## config.mk

```make
export PLATFORM = sky130hd
export DESIGN_NAME = mult_product_accumulator_flat
export DESIGN_NICKNAME = d
export VERILOG_FILES = /design/src/rtl/mult_pkg.sv /design/src/rtl/mult_product_accumulator_if.sv /design/src/rtl/mult_acc_adder.sv /design/src/rtl/mult_product_accumulator.sv /design/src/flat_wrapper.sv
export SDC_FILE = /design/constraint.sdc
export NUM_CORES = 1
export LEC_CHECK = 0
export BUFFER_PORTS_ARGS = -buffer_cell sky130_fd_sc_hd__buf_2
export CELL_PAD_IN_SITES_DETAIL_PLACEMENT = 0
export CELL_PAD_IN_SITES_GLOBAL_PLACEMENT = 1
export CORE_MARGIN = 4
export CORE_UTILIZATION = 44
export CTS_BUF_LIST = sky130_fd_sc_hd__clkbuf_16
export CTS_CLUSTER_SIZE = 28
export DETAILED_ROUTE_END_ITERATION = 6
export MAX_ROUTING_LAYER = met4
export PLACE_DENSITY_LB_ADDON = 0.1
export SLEW_MARGIN = 10
export SYNTH_ARGS = -nofsm -noshare
export SYNTH_HDL_FRONTEND = slang
export SYNTH_SLANG_ARGS = --single-unit
```

## constraint.sdc

```tcl
create_clock -name clk -period 10.5 [get_ports clk]
set_input_delay 2.1 -clock clk [delete_from_list [all_inputs] [get_ports clk]]
set_output_delay 2.1 -clock clk [all_outputs]
set_load 0.05 [all_outputs]
```

## src/rtl/mult_pkg.sv

```systemverilog
// Shared types and width helpers for the product accumulator slice.
package mult_pkg;

  typedef enum logic [1:0] {
    IDLE  = 2'd0,
    ACCUM = 2'd1,
    HOLD  = 2'd2
  } acc_state_t;

  function automatic int acc_width(input int width, input int guard);
    return 2 * width + guard;
  endfunction

  function automatic int cnt_width(input int max_beats);
    return $clog2(max_beats + 1);
  endfunction

endpackage

```

## src/rtl/mult_product_accumulator_if.sv

```systemverilog
// Product-in / accumulated-result-out handshake bundle for mult_product_accumulator.
interface mult_product_accumulator_if
  import mult_pkg::*;
#(
  parameter int WIDTH     = 64,
  parameter int GUARD     = 8,
  parameter int MAX_BEATS = 64
);
  localparam int PW = 2 * WIDTH;
  localparam int AW = acc_width(WIDTH, GUARD);
  localparam int CW = cnt_width(MAX_BEATS);

  logic          in_valid;
  logic          in_ready;
  logic [PW-1:0] in_p;
  logic          in_last;
  logic          out_valid;
  logic          out_ready;
  logic [AW-1:0] out_acc;
  logic [CW-1:0] out_count;
  logic          out_ovf;

  modport master (
    output in_valid, in_p, in_last, out_ready,
    input  in_ready, out_valid, out_acc, out_count, out_ovf
  );

  modport slave (
    input  in_valid, in_p, in_last, out_ready,
    output in_ready, out_valid, out_acc, out_count, out_ovf
  );

endinterface

```

## src/rtl/mult_acc_adder.sv

```systemverilog
// Accumulator adder: acc + zero-extended product, with carry-out and a clamped sum.
module mult_acc_adder #(
  parameter int PW = 128,
  parameter int AW = 136
) (
  input  logic [AW-1:0] acc,
  input  logic [PW-1:0] prod,
  output logic [AW-1:0] sum,
  output logic          carry,
  output logic [AW-1:0] sat_sum
);

  logic [AW:0] full;

  assign full    = {1'b0, acc} + {{(AW + 1 - PW){1'b0}}, prod};
  assign sum     = full[AW-1:0];
  assign carry   = full[AW];
  // Once clamped, acc is all-ones, so any further beat clamps again.
  assign sat_sum = carry ? {AW{1'b1}} : sum;

endmodule

```

## src/rtl/mult_product_accumulator.sv

```systemverilog
// Sums packets of multiplier products into a wide accumulator, one result per packet.
// Optional MULT_ACC_SATURATE_EN: clamp to all-ones on overflow instead of wrapping.
module mult_product_accumulator
  import mult_pkg::*;
#(
  parameter int WIDTH     = 64,
  parameter int GUARD     = 8,
  parameter int MAX_BEATS = 64
) (
  input logic                        clk,
  input logic                        rst_n,
  mult_product_accumulator_if.slave  bus
);

  localparam int PW = 2 * WIDTH;
  localparam int AW = acc_width(WIDTH, GUARD);
  localparam int CW = cnt_width(MAX_BEATS);
  localparam logic [CW-1:0] MAX_CNT = CW'(MAX_BEATS);

`ifdef MULT_ACC_SATURATE_EN
  localparam bit SAT_EN = 1'b1;
`else
  localparam bit SAT_EN = 1'b0;
`endif

  acc_state_t    state_q, state_d;
  logic [AW-1:0] acc_q, acc_d;
  logic [CW-1:0] count_q, count_d;
  logic          ovf_q, ovf_d;
  logic          in_ready_q;
  logic          out_valid_q;

  logic          beat;
  logic [AW-1:0] add_base;
  logic [AW-1:0] add_sum;
  logic [AW-1:0] add_sat;
  logic [AW-1:0] add_res;
  logic          add_carry;

  assign beat = bus.in_valid && in_ready_q;

  // The first beat of a packet adds onto zero, which also makes its carry impossible.
  assign add_base = (state_q == IDLE) ? '0 : acc_q;

  mult_acc_adder #(
    .PW (PW),
    .AW (AW)
  ) u_adder (
    .acc     (add_base),
    .prod    (bus.in_p),
    .sum     (add_sum),
    .carry   (add_carry),
    .sat_sum (add_sat)
  );

  assign add_res = SAT_EN ? add_sat : add_sum;

  // NOTE: every always_comb output gets a default first so no path leaves it unassigned (no latch).
  always_comb begin
    state_d = state_q;
    acc_d   = acc_q;
    count_d = count_q;
    ovf_d   = ovf_q;
    case (state_q)
      IDLE: begin
        if (beat) begin
          acc_d   = add_res;
          count_d = CW'(1);
          ovf_d   = 1'b0;
          state_d = (bus.in_last || MAX_BEATS == 1) ? HOLD : ACCUM;
        end
      end
      ACCUM: begin
        if (beat) begin
          acc_d   = add_res;
          count_d = count_q + 1'b1;
          ovf_d   = ovf_q | add_carry;
          state_d = (bus.in_last || count_d == MAX_CNT) ? HOLD : ACCUM;
        end
      end
      HOLD: begin
        if (bus.out_ready) state_d = IDLE;
      end
      default: state_d = IDLE;
    endcase
  end

  // NOTE: state registers use non-blocking assignments so all flops update from pre-edge values.
  always_ff @(posedge clk) begin
    if (!rst_n) begin
      state_q     <= IDLE;
      acc_q       <= '0;
      count_q     <= '0;
      ovf_q       <= 1'b0;
      in_ready_q  <= 1'b0;
      out_valid_q <= 1'b0;
    end else begin
      state_q     <= state_d;
      acc_q       <= acc_d;
      count_q     <= count_d;
      ovf_q       <= ovf_d;
      // Handshake flags are registered decodes of the next state, so outputs carry no input path.
      in_ready_q  <= (state_d != HOLD);
      out_valid_q <= (state_d == HOLD);
    end
  end

  assign bus.in_ready  = in_ready_q;
  assign bus.out_valid = out_valid_q;
  assign bus.out_acc   = acc_q;
  assign bus.out_count = count_q;
  assign bus.out_ovf   = ovf_q;

endmodule

```

## src/flat_wrapper.sv

```systemverilog
// flat-port wrapper written by rule: the top's interface ports become plain ports
module mult_product_accumulator_flat import mult_pkg::*;
#(
  parameter int WIDTH     = 64,
  parameter int GUARD     = 8,
  parameter int MAX_BEATS = 64
)
  (clk, rst_n, bus_in_valid, bus_in_p, bus_in_last, bus_out_ready, bus_in_ready, bus_out_valid, bus_out_acc, bus_out_count, bus_out_ovf);
  mult_product_accumulator_if #(.WIDTH(WIDTH), .GUARD(GUARD), .MAX_BEATS(MAX_BEATS)) bus_i ();
  input logic clk;
  input logic rst_n;
  input wire logic [$bits(bus_i.in_valid)-1:0] bus_in_valid;
  input wire logic [$bits(bus_i.in_p)-1:0] bus_in_p;
  input wire logic [$bits(bus_i.in_last)-1:0] bus_in_last;
  input wire logic [$bits(bus_i.out_ready)-1:0] bus_out_ready;
  output wire logic [$bits(bus_i.in_ready)-1:0] bus_in_ready;
  output wire logic [$bits(bus_i.out_valid)-1:0] bus_out_valid;
  output wire logic [$bits(bus_i.out_acc)-1:0] bus_out_acc;
  output wire logic [$bits(bus_i.out_count)-1:0] bus_out_count;
  output wire logic [$bits(bus_i.out_ovf)-1:0] bus_out_ovf;
  assign bus_i.in_valid = bus_in_valid;
  assign bus_i.in_p = bus_in_p;
  assign bus_i.in_last = bus_in_last;
  assign bus_i.out_ready = bus_out_ready;
  assign bus_in_ready = bus_i.in_ready;
  assign bus_out_valid = bus_i.out_valid;
  assign bus_out_acc = bus_i.out_acc;
  assign bus_out_count = bus_i.out_count;
  assign bus_out_ovf = bus_i.out_ovf;
  mult_product_accumulator #(.WIDTH(WIDTH), .GUARD(GUARD), .MAX_BEATS(MAX_BEATS)) u_core (.clk(clk), .rst_n(rst_n), .bus(bus_i));
endmodule
```

==> metrics.yaml <==
status: "finished, final reports clean"
final.period_utilization: 0.530
worstSkewPairLatency_ns: 0.46
leakage_nw: 7.36
rsz0062_at_grt: "no"
final_max_slew_viol_count: 0
placedInstanceArea_um2: 15800
grt_pass1_vias: 14400
timing.critical_path.fanout_max: 7
p_per_area_nw_per_um2: 102
crit-reg2reg-capture: "u_core.bus.out_acc[123]"
cts_inserted_buffers: 17
route.vias.total: 15500
synth_area_um2: 14300
hold_viol_final: 0
cts.clk_slew.worst_paths_ns: 0.06
grt_usage: 0.279
cp.required_ns: 10.84
worst_setup_slack_after_placement_ns: 4.56
drt_first_pass_iters: 6
dieArea_um2: 35400
hold_path_depth: 2
hold_removal_path_class: "flop to flop"
post-route-util: 0.515
ys.flop_type: "sky130_fd_sc_hd__dfxtp_1"
final.min_clock_period_ns: 5.56
max_cap_violations: 0
skew_ns: 0.0162
placeableCoreArea_um2: 31800
fin_nets: 2491
row_count: 65
total_power_mw: 1.66
synth_seq_area_share: 0.208
io_buffers: 278
asyncSetResetFlopFracSynth: 0
clockRootBuffer: "sky130_fd_sc_hd__clkbuf_16"
rr_startpoint: "u_core.state_q[0]"
initial_antenna_violation_count: 3
chipHeight_um: 188
floorplan.initialDensity: 0.448
pin_count: 279
cts_setup_buffers: 0
worst-setup-path-type: "input pin to flop"
cts_resized: 0
cts_tree: "yes"
floorplan.die.width_um: 188
max-vdd-ir-drop_mv: 0.113
drive_above_1_share: 0.153
routed_via_density: 5.77
clk_path_buf_depth: 2
setup_total_negative_slack_ns: 0
cts_hold_repair.buffers: 0
drt_first_iter_violations: 1109
grt_first_pass_wirelength_mm: 78.5
r2r_slack_ns: 5.04
tritoncts_num_sinks: 148
worst_ep_arrival_time_ns: 5.90
overflow_left_after_global_routing: 0
post_route_drc_violation_count: 0
synth-edff-count: 0
post-dp-hpwl_mm: 38.3
relative_slew_margins: 0.376
post_synthesis_instance_total: 2029
drt.antenna.violating_nets: 0
worstMarginPinSlew_ns: 0.936
postLayoutCellArea_um2: 16400
placed_cells: 2644
count_of_h_tree_levels_built_during_cts: 4
reg2regPathDepth: 15
fin_hold_ws_ns: 0.459
max_freq_mhz: 180
worst_hold_startpoint: "u_core.bus.out_acc[52]"
yosys_register_bits: 148
yosysWarningCount: 0
final_setup_violation_count: 0
synthesis.area_per_instance_um2: 7.03
post_layout_nonfiller_instances: 2679
postSynthNetCount: 2292
pnr_worst_setup_slack_ns: 4.94
drt-total-wl_mm: 49.8
hold-path-endpoint: "u_core.bus.out_acc[52]"
start_kind: "input pin"
setup.worst_path.end_class: "flop"
grt_start_max_net_pins: 82
gp_congestion: 0.933
post_synth_cell_types: 84
wire_per_inst_um: 18.6
areaGrowthSynthToFinish_pct: 14.7
## placed cells by master, fill, tap and decap left out, drive strengths merged, types with 54 or more instances in the layout
cell	instances
buf	285
o21ai	159
dfxtp	148
nor2	142
a21o	54
and2	138
nand2	338
ha	129
a21oi	272
xnor2	60
xor2	59
## kinds of logic (layout without fill, tap and decap cells)
kind of cell	count (synthesis)	after routing	synth area share
compound gates	671	671	0.288
xor+xnor	119	119	0.0731
fa+ha+maj	130	130	0.115
buf+inv	140	351	0.0395
flops	148	148	0.208
mux	2	2	0.00140
other cells	0	4	0
simple gates	819	819	0.276
## how the worst max path moves through the flow
stage / from / to / depth (start not counted) / slack [ns]
after global placement: bus_in_p[1] / u_core.bus.out_acc[133] / 13 / 4.54
after CTS: bus_in_p[1] / u_core.bus.out_acc[133] / 13 / 5.02
final: bus_in_p[1] / u_core.bus.out_acc[133] / 13 / 4.94
after global routing: bus_in_p[9] / u_core.bus.out_acc[133] / 13 / 4.64
after detailed placement: bus_in_p[1] / u_core.bus.out_acc[133] / 13 / 4.56
after floorplan: bus_in_p[0] / u_core.bus.out_acc[84] / 13 / 5.67
## cell usage after synthesis (4+ instances only)
cell,number,share of area
sky130_fd_sc_hd__or2_2,5,0.0022
sky130_fd_sc_hd__o211ai_1,18,0.0095
sky130_fd_sc_hd__buf_1,5,0.0013
sky130_fd_sc_hd__xor2_1,59,0.036
sky130_fd_sc_hd__nand4_1,45,0.020
sky130_fd_sc_hd__clkbuf_1,76,0.020
sky130_fd_sc_hd__nand2_1,338,0.089
sky130_fd_sc_hd__nand3_1,38,0.013
sky130_fd_sc_hd__nor2b_1,7,0.0031
sky130_fd_sc_hd__and2_1,138,0.061
sky130_fd_sc_hd__and3_1,15,0.0066
sky130_fd_sc_hd__xnor2_1,60,0.037
sky130_fd_sc_hd__o31a_1,4,0.0025
sky130_fd_sc_hd__a21boi_0,8,0.0042
sky130_fd_sc_hd__a21o_1,53,0.028
sky130_fd_sc_hd__o31ai_1,9,0.0047
sky130_fd_sc_hd__and4_1,5,0.0031
sky130_fd_sc_hd__o21a_1,16,0.0084
sky130_fd_sc_hd__buf_2,20,0.0070
sky130_fd_sc_hd__a41oi_1,5,0.0031
sky130_fd_sc_hd__nand2b_1,8,0.0035
sky130_fd_sc_hd__or3_1,12,0.0053
sky130_fd_sc_hd__a211o_1,7,0.0043
sky130_fd_sc_hd__dfxtp_1,148,0.21
sky130_fd_sc_hd__a31oi_1,18,0.0079
sky130_fd_sc_hd__o21ai_1,10,0.0035
sky130_fd_sc_hd__nor4_1,9,0.0039
sky130_fd_sc_hd__nand3b_1,4,0.0021
sky130_fd_sc_hd__a22o_1,4,0.0025
sky130_fd_sc_hd__nor3_1,27,0.0095
sky130_fd_sc_hd__ha_1,129,0.11
sky130_fd_sc_hd__a211oi_1,22,0.012
sky130_fd_sc_hd__o21bai_1,32,0.017
sky130_fd_sc_hd__nor2_1,141,0.037
sky130_fd_sc_hd__o21ai_0,146,0.051
sky130_fd_sc_hd__nor3b_1,7,0.0037
sky130_fd_sc_hd__a21oi_1,272,0.095
sky130_fd_sc_hd__or4_1,6,0.0032
sky130_fd_sc_hd__inv_1,34,0.0089
## sequential cells by signal, indices dropped and copies added, names as in the netlist
name,flops
u_core.bus.in_ready,1
u_core.bus.out_acc,136
u_core.bus.out_count,7
u_core.bus.out_ovf,1
u_core.bus.out_valid,1
u_core.state_q,2
## routing by layer
metal | global-route usage | wire, um | vias to the layer above
met5 | - | 0 | -
met4 | 0.0632 | 816 | 0
met3 | 0.0542 | 3540 | 48
met2 | 0.407 | 21300 | 558
met1 | 0.399 | 24100 | 7196
li1 | - | - | 7656
## power breakdown
group	total [mW]	switching, mW	internal [mW]
Combinational	0.480	0.338	0.142
Sequential	0.613	0.0215	0.591
Clock	0.571	0.274	0.298
Total	1.66	0.633	1.03
## critical path, cell delays in order
cell	delay [ns]
sky130_fd_sc_hd__buf_2	0.12
sky130_fd_sc_hd__ha_1	0.30
sky130_fd_sc_hd__a211oi_1	0.24
sky130_fd_sc_hd__nor2_1	0.11
sky130_fd_sc_hd__o31ai_1	0.46
sky130_fd_sc_hd__a21oi_1	0.14
sky130_fd_sc_hd__a211oi_1	0.74
sky130_fd_sc_hd__a21o_1	0.32
sky130_fd_sc_hd__a21o_4	0.23
sky130_fd_sc_hd__a211oi_4	0.09
sky130_fd_sc_hd__o31ai_2	0.68
sky130_fd_sc_hd__a2111oi_0	0.16
sky130_fd_sc_hd__o21a_1	0.21
## area by class of cell
class | instances | area [um^2]
repair buffers | 285 | 1440
inverters | 35 | 133
clock buffers | 17 | 425
well taps | 435 | 544
flip-flops and latches | 148 | 2960
diodes | 4 | 10.0
fillers | 3294 | 15400
clock inverters | 14 | 90.1
multi-input cells | 1741 | 10800
No activity file was read; power rests on OpenSTA's default activity.
